$ cat config.mk
export PLATFORM = sky130hd
export DESIGN_NAME = rr_quantum_scheduler
export DESIGN_NICKNAME = d
export VERILOG_FILES = /design/src/rtl/rr_quantum_scheduler.sv
export SDC_FILE = /design/constraint.sdc
export NUM_CORES = 1
export LEC_CHECK = 0
export ABC_AREA = 1
export CELL_PAD_IN_SITES_DETAIL_PLACEMENT = 0
export CELL_PAD_IN_SITES_GLOBAL_PLACEMENT = 1
export CORE_ASPECT_RATIO = 1.2
export CORE_MARGIN = 3
export CORE_UTILIZATION = 42
export DETAILED_ROUTE_END_ITERATION = 10
export PLACE_DENSITY = 0.87
export SYNTH_ARGS = -nofsm -noshare
export SYNTH_HDL_FRONTEND = slang
export SYNTH_SLANG_ARGS = --single-unit
$ cat constraint.sdc
create_clock -name clk -period 5.35 [get_ports clk]
set_input_delay 0.8025 -clock clk [delete_from_list [all_inputs] [get_ports clk]]
set_output_delay 0.8025 -clock clk [all_outputs]
set_load 0.1 [all_outputs]
$ cat src/rtl/rr_quantum_scheduler.sv
// Round-robin preemption timer: runs programmable time slices for NPROC process slots
// and raises a level interrupt on expiry until the kernel acknowledges it.
module rr_quantum_scheduler #(
   parameter int CNT_W           = 16,
   parameter int NPROC           = 8,
   parameter int PID_W           = 3,
   parameter int DEFAULT_QUANTUM = 20
) (
   input  logic             clk,
   input  logic             reset,
   input  logic             start,
   input  logic             stop,
   input  logic             quantum_we,
   input  logic [CNT_W-1:0] quantum_in,
   input  logic [NPROC-1:0] proc_en,
   input  logic             irq_ack,
   output logic             running,
   output logic             irq,
   output logic [PID_W-1:0] cur_pid,
   output logic [PID_W-1:0] next_pid,
   output logic             next_valid,
   output logic [CNT_W-1:0] count
);

   typedef enum logic [1:0] {
      IDLE    = 2'd0,
      RUN     = 2'd1,
      EXPIRED = 2'd2
   } state_t;

   localparam logic [CNT_W-1:0] RESET_Q =
      (DEFAULT_QUANTUM == 0) ? CNT_W'(1) : CNT_W'(DEFAULT_QUANTUM);

   state_t           r_state;
   state_t           w_nextState;
   logic [CNT_W-1:0] r_count;
   logic [CNT_W-1:0] r_quantum;
   logic [CNT_W-1:0] r_activeQ;
   logic [PID_W-1:0] r_curPid;
   logic [PID_W-1:0] w_nextPid;
   logic [PID_W-1:0] w_startPid;
   logic [PID_W-1:0] w_abovePid;
   logic [PID_W-1:0] w_belowPid;
   logic [PID_W-1:0] w_atOrAbovePid;
   logic             w_aboveFound;
   logic             w_belowFound;
   logic             w_atOrAboveFound;
   logic             w_nextValid;
   logic             w_lastTick;

   assign w_nextValid = |proc_en;
   assign w_lastTick  = (r_count == (r_activeQ - CNT_W'(1)));

   // Cyclic search split into "slots above the current one" and "the rest"; scanning
   // downwards leaves the lowest matching slot in each group.
   always_comb begin
      w_abovePid       = '0;
      w_belowPid       = '0;
      w_atOrAbovePid   = '0;
      w_aboveFound     = 1'b0;
      w_belowFound     = 1'b0;
      w_atOrAboveFound = 1'b0;
      for (int i = NPROC - 1; i >= 0; i--) begin
         if (proc_en[i]) begin
            if (i > int'(r_curPid)) begin
               w_abovePid   = PID_W'(i);
               w_aboveFound = 1'b1;
            end else begin
               w_belowPid   = PID_W'(i);
               w_belowFound = 1'b1;
            end
            if (i >= int'(r_curPid)) begin
               w_atOrAbovePid   = PID_W'(i);
               w_atOrAboveFound = 1'b1;
            end
         end
      end
      w_nextPid  = r_curPid;
      w_startPid = r_curPid;
      if (w_aboveFound) begin
         w_nextPid = w_abovePid;
      end else if (w_belowFound) begin
         w_nextPid = w_belowPid;
      end
      if (w_atOrAboveFound) begin
         w_startPid = w_atOrAbovePid;
      end else if (w_belowFound) begin
         w_startPid = w_belowPid;
      end
   end

   always_ff @(posedge clk or posedge reset) begin
      if (reset) begin
         r_state <= IDLE;
      end else begin
         r_state <= w_nextState;
      end
   end

   // Stop always wins over expiry and acknowledge.
   always_comb begin
      w_nextState = r_state;
      case (r_state)
         IDLE: begin
            if (start && w_nextValid) begin
               w_nextState = RUN;
            end
         end
         RUN: begin
            if (stop) begin
               w_nextState = IDLE;
            end else if (w_lastTick) begin
               w_nextState = EXPIRED;
            end
         end
         EXPIRED: begin
            if (stop) begin
               w_nextState = IDLE;
            end else if (irq_ack) begin
               w_nextState = w_nextValid ? RUN : IDLE;
            end
         end
         default: w_nextState = IDLE;
      endcase
   end

   // The slice length is frozen into r_activeQ at slice start, so quantum writes only
   // affect later slices.
   always_ff @(posedge clk or posedge reset) begin
      if (reset) begin
         r_count   <= '0;
         r_curPid  <= '0;
         r_quantum <= RESET_Q;
         r_activeQ <= RESET_Q;
      end else begin
         if (quantum_we) begin
            r_quantum <= (quantum_in == '0) ? CNT_W'(1) : quantum_in;
         end
         case (r_state)
            IDLE: begin
               r_count <= '0;
               if (start && w_nextValid) begin
                  r_activeQ <= r_quantum;
                  r_curPid  <= w_startPid;
               end
            end
            RUN: begin
               if (stop) begin
                  r_count <= '0;
               end else if (!w_lastTick) begin
                  r_count <= r_count + CNT_W'(1);
               end
            end
            EXPIRED: begin
               if (stop) begin
                  r_count <= '0;
               end else if (irq_ack) begin
                  r_count <= '0;
                  if (w_nextValid) begin
                     r_curPid  <= w_nextPid;
                     r_activeQ <= r_quantum;
                  end
               end
            end
            default: r_count <= '0;
         endcase
      end
   end

   assign running    = (r_state == RUN);
   assign irq        = (r_state == EXPIRED);
   assign cur_pid    = r_curPid;
   assign next_pid   = w_nextPid;
   assign next_valid = w_nextValid;
   assign count      = r_count;

endmodule

==> flow_metrics.tcl <==
set metrics [dict create \
    ys_seq_elements 53 \
    fin_crit_ns 4.111 \
    yosys.area_share.simple 0.4115 \
    grt_pass1_wl_um 15440 \
    hold_path.class "register to register" \
    clk_latency_ns 0.32 \
    synth_fa_ha_area_frac 0.006620 \
    clk_pin_slew_ns 0.11 \
    fin_crit_sh 0.7684 \
    cts_hold_buf 0 \
    drv_slew 0 \
    wl_per_cell_um 12.58 \
    drt_iter0_drc 121 \
    grt_start_max_net_pins 54 \
    grt_pass1_vias 3286 \
    critPathArrivalTime_ns 3.31 \
    finalNetCount 639 \
    critPathKind "input pin to primary output" \
    cts_sinks 53 \
    dpl_cell_area_mm2 0.004400 \
    synth_top_family_by_area "simple AND/OR/NAND/NOR gates" \
    io_buffers 54 \
    crit_fanout 3 \
    syn_area_per_cell_um2 6.774 \
    start_util 0.4366 \
    globalRouteOverflowTotal 0 \
    cts_resized 0 \
    fmax_mhz 243.2 \
    htree_levels 2 \
    setup_viol 0 \
    p_total_mw 1.873 \
    syn_area_mm2 0.003780 \
    clock_skew_ns 0.01523 \
    die_y_um 109.9 \
    placementRows 37 \
    place_congestion 0.9021 \
    drc_errors 0 \
    synth-compound-area-share 0.06587 \
    critPathLaunchType "input pin" \
    clockBufferDepth 2 \
    cp-end-kind "primary output" \
    crit_required_ns 4.55 \
    n_fill_cell 893 \
    vias_per_cell 4.854 \
    antenna_cells_inserted 0 \
    drt-total-wl_um 9121 \
    synth_nets 590 \
    fin_util 0.5196 \
    fp.coreArea_mm2 0.008657 \
    numCtsBuffers 5 \
    synth_warnings 0 \
    relSlewSlack 0.3310 \
    finalInstanceArea_mm2 0.004498 \
    clock-root-buffer "clkbuf_8" \
    hold_viol_final 0 \
    antenna_found_initial 0 \
    dieArea_mm2 0.01018 \
    cts_setup_buffers 0 \
    powerDensity_mw_per_mm2 416.4 \
    drive_gt1_frac 0.1020 \
    fin_setup_tns_ns 0 \
    status "finished clean" \
    track_usage 0.1884 \
    cts_tree "done" \
    tightest_slew_ns 0.9998 \
    vias 3519 \
    rsz0062_at_grt "no" \
    synth_xor_area_frac 0.05098 \
    area_growth_pct 19.00 \
    p_leak_nw 2.167 \
    muxShareOfSynthArea 0.01787 \
    dpl.hpwl_um 7168 \
    maxCapViolations 0 \
    drtAntennaViolNets 0 \
    synth.distinct_cells 36 \
    syn_inst 558 \
    ys_seq_area_frac 0.3522 \
    die_w_um 92.60 \
    drt_pre_antenna_iters 5 \
    ir_worst_vdd_mv 0.2864 \
    pin_count 55 \
]
## worst paths after layout
path                               from           end  slack, ns  depth (start not counted)
max in group asynchronous         reset    cur_pid[0]       3.93                          3
min in group asynchronous         reset  r_quantum[0]       0.96                          3
max reg2reg                r_activeQ[0]     count[13]       3.11                         14
min                        r_quantum[4]  r_activeQ[4]       0.51                          2
min reg2reg                r_quantum[4]  r_activeQ[4]       0.51                          2
max                          proc_en[4]   next_pid[0]       1.24                         13
## flip-flops by register name, summed over array words and instances, names as in the netlist
| name | count |
|---|---|
| count | 16 |
| r_state | 2 |
| cur_pid | 3 |
| r_quantum | 16 |
| r_activeQ | 16 |
## logic make-up (layout without fill, tap and decap cells)
group | count (synthesis) | in the layout
AO/OA/AOI/OAI | 47 | 47
multiplexers | 6 | 6
XOR/XNOR | 22 | 22
AND/OR/NAND/NOR | 339 | 339
buffers and inverters | 89 | 139
flip-flops | 53 | 53
adder cells (fa/ha/maj) | 2 | 2
## report_power, final
group / switching (mW) / internal (mW)
Sequential: 0.112 / 0.494
Clock: 0.154 / 0.0985
Combinational: 0.700 / 0.314
## worst max-delay path: stages
cell	delay, ns
clkdlybuf4s50_1	0.44
inv_1	0.11
nor2_1	0.06
inv_1	0.06
nand2_1	0.07
nor2_1	0.18
inv_2	0.04
nor2_1	0.18
nor2_1	0.06
nand2_1	0.07
o21ai_1	0.07
inv_1	0.05
clkdlybuf4s50_1	1.12
## per-layer routing
metal | routed length (um) | share of wire | GRT usage | vias to the layer above
li1 | - | - | - | 1869
met1 | 4263 | 0.47 | 0.2424 | 1572
met2 | 4444 | 0.49 | 0.3339 | 66
met3 | 270 | 0.030 | 0.02464 | 12
met4 | 143 | 0.016 | 0.04883 | 0
met5 | 0 | 0 | 0 | -
## stage by stage
| stage | instances | worst slack [ns] | hold slack (ns) |
|---|---|---|---|
| after floorplan | 558 | 1.308 | 0.4492 |
| after global placement | 717 | 1.271 | 0.4694 |
| after detailed placement | 717 | 1.235 | 0.4886 |
| after CTS | 725 | 1.230 | 0.5116 |
| after global routing | 725 | 1.018 | 0.5415 |
| final | 725 | 1.239 | 0.5064 |
## layout make-up
| cell class | count | area [um^2] | area share |
|---|---|---|---|
| Clock buffer | 5 | 68.82 | 0.01530 |
| Clock inverter | 3 | 28.78 | 0.006398 |
| Inverter | 76 | 285.3 | 0.06342 |
| Multi-Input combinational cell | 416 | 2090 | 0.4645 |
| Sequential cell | 53 | 1331 | 0.2960 |
| Tap cell | 117 | 146.4 | 0.03255 |
| Timing Repair Buffer | 55 | 548.0 | 0.1218 |
## cell usage after synthesis
master	n	area, um^2
dfstp_2	4	105.1
nor2_2	9	56.30
o21ai_1	4	20.02
nand2_1	176	660.6
buf_4	1	7.510
or2_2	1	6.260
xnor2_1	7	61.31
nand3b_1	3	22.52
a21oi_1	8	40.04
a31oi_1	1	6.260
nor2_4	4	45.04
nand3_1	48	240.2
inv_1	69	259.0
nor4_1	10	62.56
clkbuf_1	7	26.28
nor2_1	47	176.4
buf_12	1	20.02
ha_1	2	25.02
a211oi_1	1	7.510
nand4_1	7	43.79
nor2_8	1	20.02
and2_1	2	12.51
a31o_2	2	17.52
nand2_4	2	22.52
o21bai_1	1	7.510
nor3_1	13	65.06
nor4_2	1	12.51
inv_2	7	26.28
xor2_1	15	131.4
nand3_2	1	10.01
mux2_2	6	67.56
o21ai_0	30	150.1
buf_2	4	20.02
nand2_2	13	81.33
dfrtp_1	49	1226
nand3_4	1	17.52
## layout by cell type (no fill, tap or decap), drive strengths merged, types with 6 or more instances in the layout
cell type        n
nor2            61
clkdlybuf4s50   54
xor2            15
nor3            13
dfrtp           49
xnor2            7
nand4            7
mux2             6
inv             78
nand3           50
nand2          191
a21oi            8
o21ai           34
nor4            11
No activity file was read; power rests on OpenSTA's default activity.
==> patch 1, RTL diff (same settings) <==
Add an input register stage for `irq_ack`, without a reset; this delays it by one clock. The other inputs are not delayed to match.
--- a/src/rtl/rr_quantum_scheduler.sv
+++ b/src/rtl/rr_quantum_scheduler.sv
@@ -31,4 +31,10 @@
    localparam logic [CNT_W-1:0] RESET_Q =
       (DEFAULT_QUANTUM == 0) ? CNT_W'(1) : CNT_W'(DEFAULT_QUANTUM);
+
+   logic irq_ack_q;
+
+   always_ff @(posedge clk) begin
+      irq_ack_q <= irq_ack;
+   end
 
    state_t           r_state;
@@ -117,5 +123,5 @@
             if (stop) begin
                w_nextState = IDLE;
-            end else if (irq_ack) begin
+            end else if (irq_ack_q) begin
                w_nextState = w_nextValid ? RUN : IDLE;
             end
@@ -155,5 +161,5 @@
                if (stop) begin
                   r_count <= '0;
-               end else if (irq_ack) begin
+               end else if (irq_ack_q) begin
                   r_count <= '0;
                   if (w_nextValid) begin
Behaviour: not the same (Yosys sat finds a counterexample within 10 cycles, from zero or initial values and one cycle with reset high).
==> patch 1 against the original RTL <==
  * Core utilization grew 1.0 points
  * Total power grew 0.84%
  * Sequential cell count grew 1
  * Design area shrank 1.8%
  * Combinational power is essentially flat
  * Worst setup slack gained 0.017 ns
  * Die area shrank 1.9%
  * Wire length shrank 0.23%
  * Synthesized area shrank 2.0%
  * Global-route usage grew 0.52 points
  * Critical endpoint is now next_pid[1]
==> patch 1: results (changes against the original RTL) <==
metric;value;unit;change
async_flop_share;98.15;%;-1.9 points
via_count;3558;;+1.1%
drive_gt1_share;7.601;%;-2.6 points
grt_first_pass_wirelength;15730;um;+1.9%
power_switching;0.0009772;W;+1.1%
clkbuf_count;5;;unchanged
yosys-top-cells-count;179 x nand2_1, 58 x inv_1, 54 x nand3_1, 49 x dfrtp_1, 46 x nor2_1;;
synthXorXnorAreaFrac;4.965;%;-0.13 points
path_max_fanout;4;;+1
total_leakage_power;2.095;nW;-3.3%
port_buffers;54;;unchanged
multi_input_area_share;45.95;%;-0.50 points
reg2reg_to;count[8];;
status;finished clean;;
firstDrtPassIters;4;;-1
worstSetupEndpoint;next_pid[1];;
drtIter0Drc;107;;-12%
dp.cells;698;;-2.6%
synth_nets;578;;-2.0%
holdPathEnd;r_activeQ[6];;
gp_congestion;0.8775;;-2.7%
buffer_area_share;12.41;%;+0.22 points
totalWireLength;9100;um;-0.23%
core_area;8333;um^2;-3.7%
n_all_inverters;66;;-13%
p_int;0.0009114;W;+0.55%
synthCells;546;;-2.2%
maxSlewHeadroom;25.92;%;-7.2 points
hpwl;7085;um;-1.2%
max_stage_delay;1.13;ns;
sh_seq_area;30.59;%;+1.0 points
n_antenna_cell;0;;unchanged
hold_start;r_quantum[6];;
finalCritPeriodShare;76.53;%;-0.31 points
insertion_delay;0.33;ns;
synth_compound_area_share;6.788;%;+0.20 points
ys_ff_latch;54;;+1.9%
p_seq;0.000621;W;+2%
synth_adder_area_share;0.6754;%;+0.013 points
grt_pass1_vias;3344;;+1.8%
ys_types;40;;+11%
dp_worst_setup_slack;1.269;ns;+0.03314 ns
ys_top_cells_by_area;dfrtp_1 33%, nand2_1 18%, nand3_1 7.3%;;
synth.mux.area_fraction;2.128;%;+0.34 points
cts_resized;0;;unchanged
design_area;4417;um^2;-1.8%
multi_input_comb_cells;409;;-1.7%
clock-skew-final;0.01912;ns;+0.003890 ns
ir_drop;0.2839;mV;-0.87%
ff2ff_setup_slack;3.06;ns;-0.05 ns
wl_per_cell;12.89;um;+2.5%
place_area;4319;um^2;-1.8%
clkCellAreaFrac;2.210;%;+0.040 points
track_usage;19.35;%;+0.52 points
fin_hold_ws;0.5107;ns;+0.004339 ns
fin_nets;623;;-2.5%
ys_seq_area_share;36.47;%;+1.3 points
nFillCells;832;;-6.8%
startpoint;proc_en[7];;
## patch 1: changes by cell type after synthesis, sizes merged, moves of 2 or more
cell,before,now
a21oi,8,4
nand3,50,56
inv,76,65
clkbuf,7,11
nor2,61,55
nand2,191,181
nor3,13,16
a31oi,1,4
o21ai,34,32
## patch 1: routing by layer
layer | vias to the layer above | routed length (um) | track usage (%)
met1 | 1649 | 4319 | 25.16
li1 | 1842 | - | -
met3 | 10 | 252 | 2.484
met2 | 57 | 4393 | 33.73
met4 | 0 | 134 | 5.839
met5 | - | 0 | 0
## patch 1: worst min-delay path, delay by kind of cell (launching register included)
kind / cells / cell delay, ns
flip-flops: 1 / 0.37
AO/OA/AOI/OAI: 1 / 0.06
AND/OR/NAND/NOR: 1 / 0.05
==> patch 2, RTL diff (same settings) <==
Made on the original files. Set the parameter `CNT_W` to 32 (it was 16).
--- a/src/rtl/rr_quantum_scheduler.sv
+++ b/src/rtl/rr_quantum_scheduler.sv
@@ -2,5 +2,5 @@
 // and raises a level interrupt on expiry until the kernel acknowledges it.
 module rr_quantum_scheduler #(
-   parameter int CNT_W           = 16,
+   parameter int CNT_W           = 32,
    parameter int NPROC           = 8,
    parameter int PID_W           = 3,
Ports: changed (resized count and quantum_in); port bits go from 55 to 87. No check against the original RTL was run, so the function may have changed too.
==> patch 2 against the original RTL <==
  * Total power grew 64%
  * Design area grew 89%
  * Via count grew 100%
  * Critical endpoint is now next_pid[2]
  * Synthesized area grew 93%
  * Global-route usage grew 5.3 points
  * Core utilization shrank 1.8 points
  * Worst setup slack gained 0.10 ns
  * Wire length grew 150%
  * Sequential cell count grew 48
==> patch 2: results (changes against the original RTL) <==
metric;value;unit;change
clkCellAreaFrac;3.470;%;+1.3 points
path_max_fanout;4;;+1
drive_gt1_share;7.531;%;-2.7 points
nFillCells;1759;;+97%
synth_nets;1127;;+91%
status;finished clean;;
grt_first_pass_wirelength;36290;um;+130%
layout_setup_ws;1.340;ns;+0.1016 ns
h-tree-depth;3;;+1
stdcell_count;1358;;+87%
hold_start;r_quantum[2];;
total_leakage_power;3.990;nW;+84%
insertion_delay;0.36;ns;+0.04 ns
ir_drop;0.3850;mV;+34%
reg2reg_to;count[4];;
syn_avg_cell_area;6.767;um^2;about the same
holdPathEnd;r_activeQ[2];;
reg2reg_depth;11;;-3
worstSetupEndpoint;next_pid[2];;
port_buffers;86;;+59%
ff2ff_setup_slack;2.17;ns;-0.94 ns
numCtsBuffers;9;;+4
seq_area;2532;um^2;+90%
multi_input_area_share;48.04;%;+1.6 points
startpoint;proc_en[2];;
max_stage_delay;1.17;ns;+0.05 ns
synthToLayoutAreaGrowth;16.54;%;
grt_pass1_vias;6737;;+110%
clock-root-buffer;clkbuf_16;;
path_clk_slew;0.08;ns;-0.03 ns
arrival;3.21;ns;-0.10 ns
multi_input_comb_cells;819;;+97%
drtIter0Drc;436;;+260%
grt_max_degree;69;;+28%
viasPerCell;5.214;;+7.4%
swShare;47.16;%;-4.4 points
hpwl;17300;um;+140%
num-nonclk-buffers;90;;+64%
track_usage;24.15;%;+5.3 points
clock-skew-final;0.01242;ns;-0.002812 ns
ys_types;47;;+31%
chipWidth;126.4;um;+36%
ys_ff_latch;101;;+91%
fin_hold_ws;0.4673;ns;-0.03908 ns
n_antenna_cell;0;;unchanged
cts_setup_buffers;0;;unchanged
gp_congestion;0.9274;;+2.8%
wl_per_cell;16.53;um;+31%
yosys-top-cells-count;329 x nand2_1, 114 x nor2_1, 112 x inv_1, 100 x nand3_1, 97 x dfrtp_1;;
clkbuf_count;10;;+5
buffer_area_share;10.41;%;-1.8 points
tightestPinTransition;1.088;ns;+0.08830 ns
n_all_inverters;116;;+53%
place_area;8214;um^2;+87%
ys_top_cells_by_area;dfrtp_1 33%, nand2_1 17%, nand3_1 6.9%;;
hold_depth;2;;unchanged
ys_seq_area_share;34.68;%;-0.54 points
patch 2: changes by cell type in the layout (fill, tap and decap cells not counted), sizes merged, moves of 14 or more:
| cell | before | now |
|---|---|---|
| nor3 | 13 | 33 |
| nor2 | 61 | 134 |
| clkdlybuf4s50 | 54 | 84 |
| nand2 | 191 | 337 |
| o21ai | 34 | 69 |
| xnor2 | 7 | 21 |
| dfrtp | 49 | 97 |
| nand3 | 50 | 111 |
| inv | 78 | 118 |
patch 2: power by group through the flow:
stage	Clock, W	Combinational [W]	Sequential, W
final	0.000670	0.00135	0.00105
after global routing	0.000710	0.00151	0.00108
after CTS	0.000685	0.00135	0.00105
after detailed placement	0	0.00134	0.00107
after global placement	0	0.00134	0.00107
after floorplan	0	0.000961	0.00110
patch 2: worst max-delay path: cells and delay by family:
kind,cells,cell delay [ns]
AOI/OAI and AO/OA,2,0.33
buffers and inverters,2,1.64
and+or+nand+nor,3,0.43
patch 2: metal layers:
layer / GRT usage, % / routed length (um) / up-vias
li1: - / - / 3585
met1: 31.95 / 10040 / 3272
met2: 40.39 / 10770 / 188
met3: 2.981 / 1038 / 35
met4: 9.388 / 603 / 0
met5: 0 / 0 / -
patch 2: logic make-up (layout without fill, tap and decap cells):
family | Yosys count | count (layout) | share of synthesized area [%]
adders and majority gates | 2 | 2 | 0.3426
xor gates and xnor gates | 49 | 49 | 5.877
and+or+nand+nor | 662 | 662 | 40.90
DFF | 101 | 101 | 34.68
buffers and inverters | 159 | 222 | 9.338
AOI/OAI and AO/OA | 94 | 94 | 7.008
muxes | 12 | 12 | 1.851
